==> config.mk <==
export PLATFORM = sky130hd
export DESIGN_NAME = digit_serial_addsub
export DESIGN_NICKNAME = d
export VERILOG_FILES = /design/src/rtl/digit_serial_addsub.sv
export SDC_FILE = /design/constraint.sdc
export NUM_CORES = 1
export LEC_CHECK = 0
export ABC_AREA = 1
export BUFFER_PORTS_ARGS = -buffer_cell sky130_fd_sc_hd__buf_2
export CAP_MARGIN = 5
export CORE_MARGIN = 5
export CORE_UTILIZATION = 30
export DETAILED_ROUTE_END_ITERATION = 10
export PLACE_DENSITY_LB_ADDON = 0.1
export REMOVE_ABC_BUFFERS = 1
export SKIP_LAST_GASP = 1
export SLEW_MARGIN = 20
export SYNTH_ARGS = -nofsm -noshare
export SYNTH_HDL_FRONTEND = slang
export SYNTH_HIERARCHICAL = 1
export SYNTH_SLANG_ARGS = --single-unit
export TNS_END_PERCENT = 20
==> constraint.sdc <==
create_clock -name i_clk -period 4.05 [get_ports i_clk]
set_clock_uncertainty 0.1 [all_clocks]
set_input_delay 0.405 -clock i_clk [delete_from_list [all_inputs] [get_ports i_clk]]
set_output_delay 0.405 -clock i_clk [all_outputs]
set_load 0.01 [all_outputs]
==> src/rtl/digit_serial_addsub.sv <==
// Digit-serial adder/subtractor: adds DIGIT bits per clock, LSB digit first,
// carrying between digits in a flop. Start/done handshake, NDIG cycles per op.

// One digit slice of the adder; purely combinational within a cycle.
module digit_serial_addsub_dig #(
  parameter int DIGIT = 8
) (
  input  logic [DIGIT-1:0] i_a,
  input  logic [DIGIT-1:0] i_b,
  input  logic             i_c,
  output logic [DIGIT-1:0] o_s,
  output logic             o_co,
  output logic             o_cmsb
);
  logic [DIGIT:0] w_sum;

  assign w_sum  = {1'b0, i_a} + {1'b0, i_b} + {{DIGIT{1'b0}}, i_c};
  assign o_s    = w_sum[DIGIT-1:0];
  assign o_co   = w_sum[DIGIT];
  // carry into the slice MSB, recovered from the MSB sum bit
  assign o_cmsb = i_a[DIGIT-1] ^ i_b[DIGIT-1] ^ w_sum[DIGIT-1];
endmodule

module digit_serial_addsub #(
  parameter int WIDTH = 32,
  parameter int DIGIT = 8
) (
  input  logic             i_clk,
  input  logic             i_rst_n,
  input  logic             i_start,
  input  logic             i_sub,
  input  logic [WIDTH-1:0] i_a,
  input  logic [WIDTH-1:0] i_b,
  input  logic             i_cin,
  output logic             o_busy,
  output logic             o_done,
  output logic [WIDTH-1:0] o_s,
  output logic             o_co,
  output logic             o_ovf
);
  localparam int NDIG = WIDTH / DIGIT;
  localparam int CW   = $clog2(NDIG + 1);

  typedef enum logic {S_IDLE, S_RUN} state_t;

  state_t           r_state, w_state_nxt;
  logic [CW-1:0]    r_cnt;
  logic             r_carry;
  logic [WIDTH-1:0] r_a, r_b, r_acc;
  logic [WIDTH-1:0] r_s;
  logic             r_co, r_ovf, r_done;

  logic             w_busy, w_accept, w_last;
  logic [DIGIT-1:0] w_dsum;
  logic             w_dco, w_dcmsb;
  logic [WIDTH-1:0] w_acc_nxt;

  // Operands are shifted right each RUN cycle, so the active digit is always
  // the low DIGIT bits; no digit-select mux is needed.
  digit_serial_addsub_dig #(.DIGIT(DIGIT)) u_dig (
    .i_a    (r_a[DIGIT-1:0]),
    .i_b    (r_b[DIGIT-1:0]),
    .i_c    (r_carry),
    .o_s    (w_dsum),
    .o_co   (w_dco),
    .o_cmsb (w_dcmsb)
  );

  // Result digits enter at the top and shift down; after NDIG digits the
  // LSB digit has reached bit 0.
  assign w_acc_nxt = (r_acc >> DIGIT) | (WIDTH'(w_dsum) << (WIDTH - DIGIT));
  assign w_last    = (r_cnt == CW'(NDIG - 1));

  // State register
  always_ff @(posedge i_clk) begin
    if (!i_rst_n) r_state <= S_IDLE;
    else          r_state <= w_state_nxt;
  end

  // Next-state logic: accept in IDLE, return after the last digit
  always_comb begin
    w_state_nxt = r_state;
    case (r_state)
      S_IDLE: if (i_start) w_state_nxt = S_RUN;
      S_RUN:  if (w_last)  w_state_nxt = S_IDLE;
      default:             w_state_nxt = S_IDLE;
    endcase
  end

  // State-decoded control outputs
  always_comb begin
    w_busy   = (r_state == S_RUN);
    w_accept = (r_state == S_IDLE) && i_start;
  end

  // Datapath: latch operands on accept, add one digit per RUN cycle,
  // publish S/co/ovf only on the final digit
  always_ff @(posedge i_clk) begin
    if (!i_rst_n) begin
      r_cnt   <= '0;
      r_carry <= 1'b0;
      r_a     <= '0;
      r_b     <= '0;
      r_acc   <= '0;
      r_s     <= '0;
      r_co    <= 1'b0;
      r_ovf   <= 1'b0;
      r_done  <= 1'b0;
    end else begin
      r_done <= 1'b0;
      if (w_accept) begin
        r_a     <= i_a;
        r_b     <= i_sub ? ~i_b : i_b;
        r_carry <= i_sub | i_cin;
        r_cnt   <= '0;
      end else if (w_busy) begin
        r_a     <= r_a >> DIGIT;
        r_b     <= r_b >> DIGIT;
        r_carry <= w_dco;
        r_acc   <= w_acc_nxt;
        r_cnt   <= r_cnt + CW'(1);
        if (w_last) begin
          r_s    <= w_acc_nxt;
          r_co   <= w_dco;
          r_ovf  <= w_dco ^ w_dcmsb;
          r_done <= 1'b1;
        end
      end
    end
  end

  assign o_busy = w_busy;
  assign o_done = r_done;
  assign o_s    = r_s;
  assign o_co   = r_co;
  assign o_ovf  = r_ovf;
endmodule

==> metrics.md <==
| Metric | Value |
|---|---|
| Status | complete, no violations |
| Worst R2R Setup Slack | 1790 ps |
| Layout cells sized above 1 | approximately 16% |
| Synth Register Bits | ~130 |
| P per Cell Area | ~450 nW/um2 |
| Top cells by area, synth | dfxtp_1 (44%), nand2_1 (18%), a21oi_1 (7.9%) |
| PortBufs | between 100 and 150 |
| Hold EP | r_a[29] |
| Final setup vio count | 0 |
| Post-Syn Area | between 5000 and 6000 um2 |
| Async SR Flop Fraction | 0% |
| CP arrival | roughly 2500 ps |
| Final Hold Fails | 0 |
| ANT cells | 0 |
| Post-synth top cells | nand2_1 (281), dfxtp_1 (128), inv_1 (104) |
| Hold WC Path Type | input port to flop |
| Clk buf depth | 2 |
| Sequential share of the synthesized area | a little over two fifths |
| Final period utilization | between 50% and 60% |
| Initial Util | a little under a third |
| Max_slew headroom | between 30% and 40% |
| Routability cong. | ~0.7 |
| Synthesis Warnings | 6 |
| Drt pass-1 iters | 4 |
| Vias in the first global route | a little under 5000 |
| Vias/cell | 4.271 |
| FF-to-FF End | o_ovf |
| Chip Height | 150.1 um |
| Dominant cell by count in the synthesized netlist | nand2_1 |
| Num ports | 105 |
| Syn Area/Cell | 6.821 um2 |
| Post-synth cell types | 25 |
| Fmax | ~440 MHz |
| CP Class | flop to flop |
| Crit-path max FO | 3 |
| Initial antenna violation count | 0 |
| Layout Nets | 1018 |
| TNS Setup | 0 ps |
| Clk slew on worst S/H paths | roughly 60 ps |
| DRC | 0 |
| GRT overflow | 0 |
| Pins over their slew limit | 0 |
| Layout area overhead | 20.19% |
| First-pass GRT wire length | between 20 and 25 mm |
| Max Cap Viol | 0 |
| Clk sinks | between 100 and 150 |
| Routed length per instance | ~12 um |
| DIE AREA | roughly 23000 um2 |
| All-layer global routing usage | 13.80% |
| Crit. End Element | flop |
| Crit Reg-Reg Startpoint | r_a[0] |
| Primary FF master, synth | dfxtp_1 |
| VDD IR max | approximately 0.00027 V |
| PostCTS Resize Cnt | 0 |
| Hold path depth | 3 |
| Number of synthesized flops with an enable pin | 0 |
| Antenna Nets Post-Route | 0 |
| Die width | roughly 150 um |
| Vias | 5189 |
| Synth top area share | 43.53% |
| Final Util | between 30% and 40% |
| Core area | between 15000 and 20000 um2 |
| Pin count of the biggest net entering global routing | about 70 |
| CTS root buf | clkbuf_16 |
| RSZ-0062 raised after global routing | no |
| Reg2reg path depth | 10 |
| Post-CTS Repair Setup Buffers | 0 |
| CTS HTree Levels | 4 |
| Row Count | around 50 |
| Crit start category | flop |
| TritonCTS buffer count | 17 |
| Final min period | roughly 2300 ps |
| Leakage | between 3 and 4 nW |
| Worst skew pair latency | 410 ps |
| Initial DRC Count | 232 |
| Data required, critical path | 4240 ps |
| Dpl hpwl | between 9 and 10 mm |
| Area leader, netlist | dfxtp_1 |
| HP Start | i_a[29] |
| Slew @ Worst Pin | 1022 ps |
| Min Hold Slack | about 140 ps |
| Hold Buf Count CTS | 0 |
| Routed wire length | approximately 15 mm |
| Pwr Total | about 3.2 mW |
| Post-Syn Instances | around 860 |
| CTS tree | done |
worst max-delay path by stage:
stage / from / cells after the start / endpoint
after floorplan: o_busy / 4 / o_ovf
after global placement: i_sub / 6 / r_b[13]
after detailed placement: i_start / 5 / r_b[29]
after CTS: o_busy / 5 / o_s[7]
after global routing: r_a[0] / 10 / o_ovf
final: r_a[0] / 10 / o_ovf
where the power goes:
part / leakage [nW] / total [mW] / internal, mW / switching, mW
registers: 1.04 / 1.35 / 1.31 / 0.0414
clock network: 0.292 / 1.54 / 0.985 / 0.552
logic: 2.22 / 0.287 / 0.106 / 0.181
total: 3.56 / 3.18 / 2.40 / 0.774
critical path: stages, from the launching register on:
cell and delay (ps):
dfxtp_1 330, fa_1 470, fa_1 420, nand2_1 90, nand2_1 60, nand3b_1 110, nand2_1 70, nand2_1 60
nand2_1 110, xnor2_1 240, o21ai_0 100
kinds of logic (layout without fill, tap and decap cells):
kind of cell / Yosys count / after routing / synth area share [%]
DFF: 128 / 128 / 43.53
AOI/OAI and AO/OA: 138 / 138 / 11.84
and+or+nand+nor: 419 / 419 / 29.01
xor gates and xnor gates: 5 / 5 / 0.7440
buffers and inverters: 161 / 248 / 12.07
adders and majority gates: 12 / 12 / 2.806
metal layers:
layer,vias to the layer above,track usage (%),routed length [um]
met1,2252,18.91,7669
met2,94,21.40,6715
li1,2839,-,-
met3,4,4.179,700
met4,0,3.156,64
met5,-,0,0
layout by cell type (no fill, tap or decap), drive strengths merged:
cell type  Yosys  routed
or2            2       2
nand2        284     284
dfxtp        128     128
xnor2          3       3
fa             2       2
clkinvlp       0       3
buf           42     109
ha            10      10
nor2          53      53
inv          107     108
bufinv         0       2
nand3b         1       1
o21ai         43      43
nand3         78      78
clkbuf        12      23
clkinv         0       3
a211oi         1       1
xor2           2       2
nor3           1       1
a21oi         94      94
sequential cells by signal, summed over array words and instances, names as in the netlist:
name     cells
o_busy       1
o_co         1
o_done       1
o_ovf        1
o_s         32
r_a         32
r_acc       24
r_b         32
r_carry      1
r_cnt        3
metrics by stage:
step	cell area (um2)	instances	setup WS, ps
after floorplan	5578	809	921.9
after global placement	6471	1183	1649
after detailed placement	6474	1183	1690
after CTS	7076	1215	1702
after global routing	7076	1215	1595
final	7076	1215	1789
area by class of cell:
class / instances / area [um2]
clock buffers: 23 / 498.0
clock inverters: 9 / 103.9
fillers: 2187 / 12320
inverters: 107 / 404.1
multi-input cells: 574 / 2614
flip-flops and latches: 128 / 2566
well taps: 265 / 331.6
repair buffers: 109 / 558.0
(Power assumes the default switching activity.)
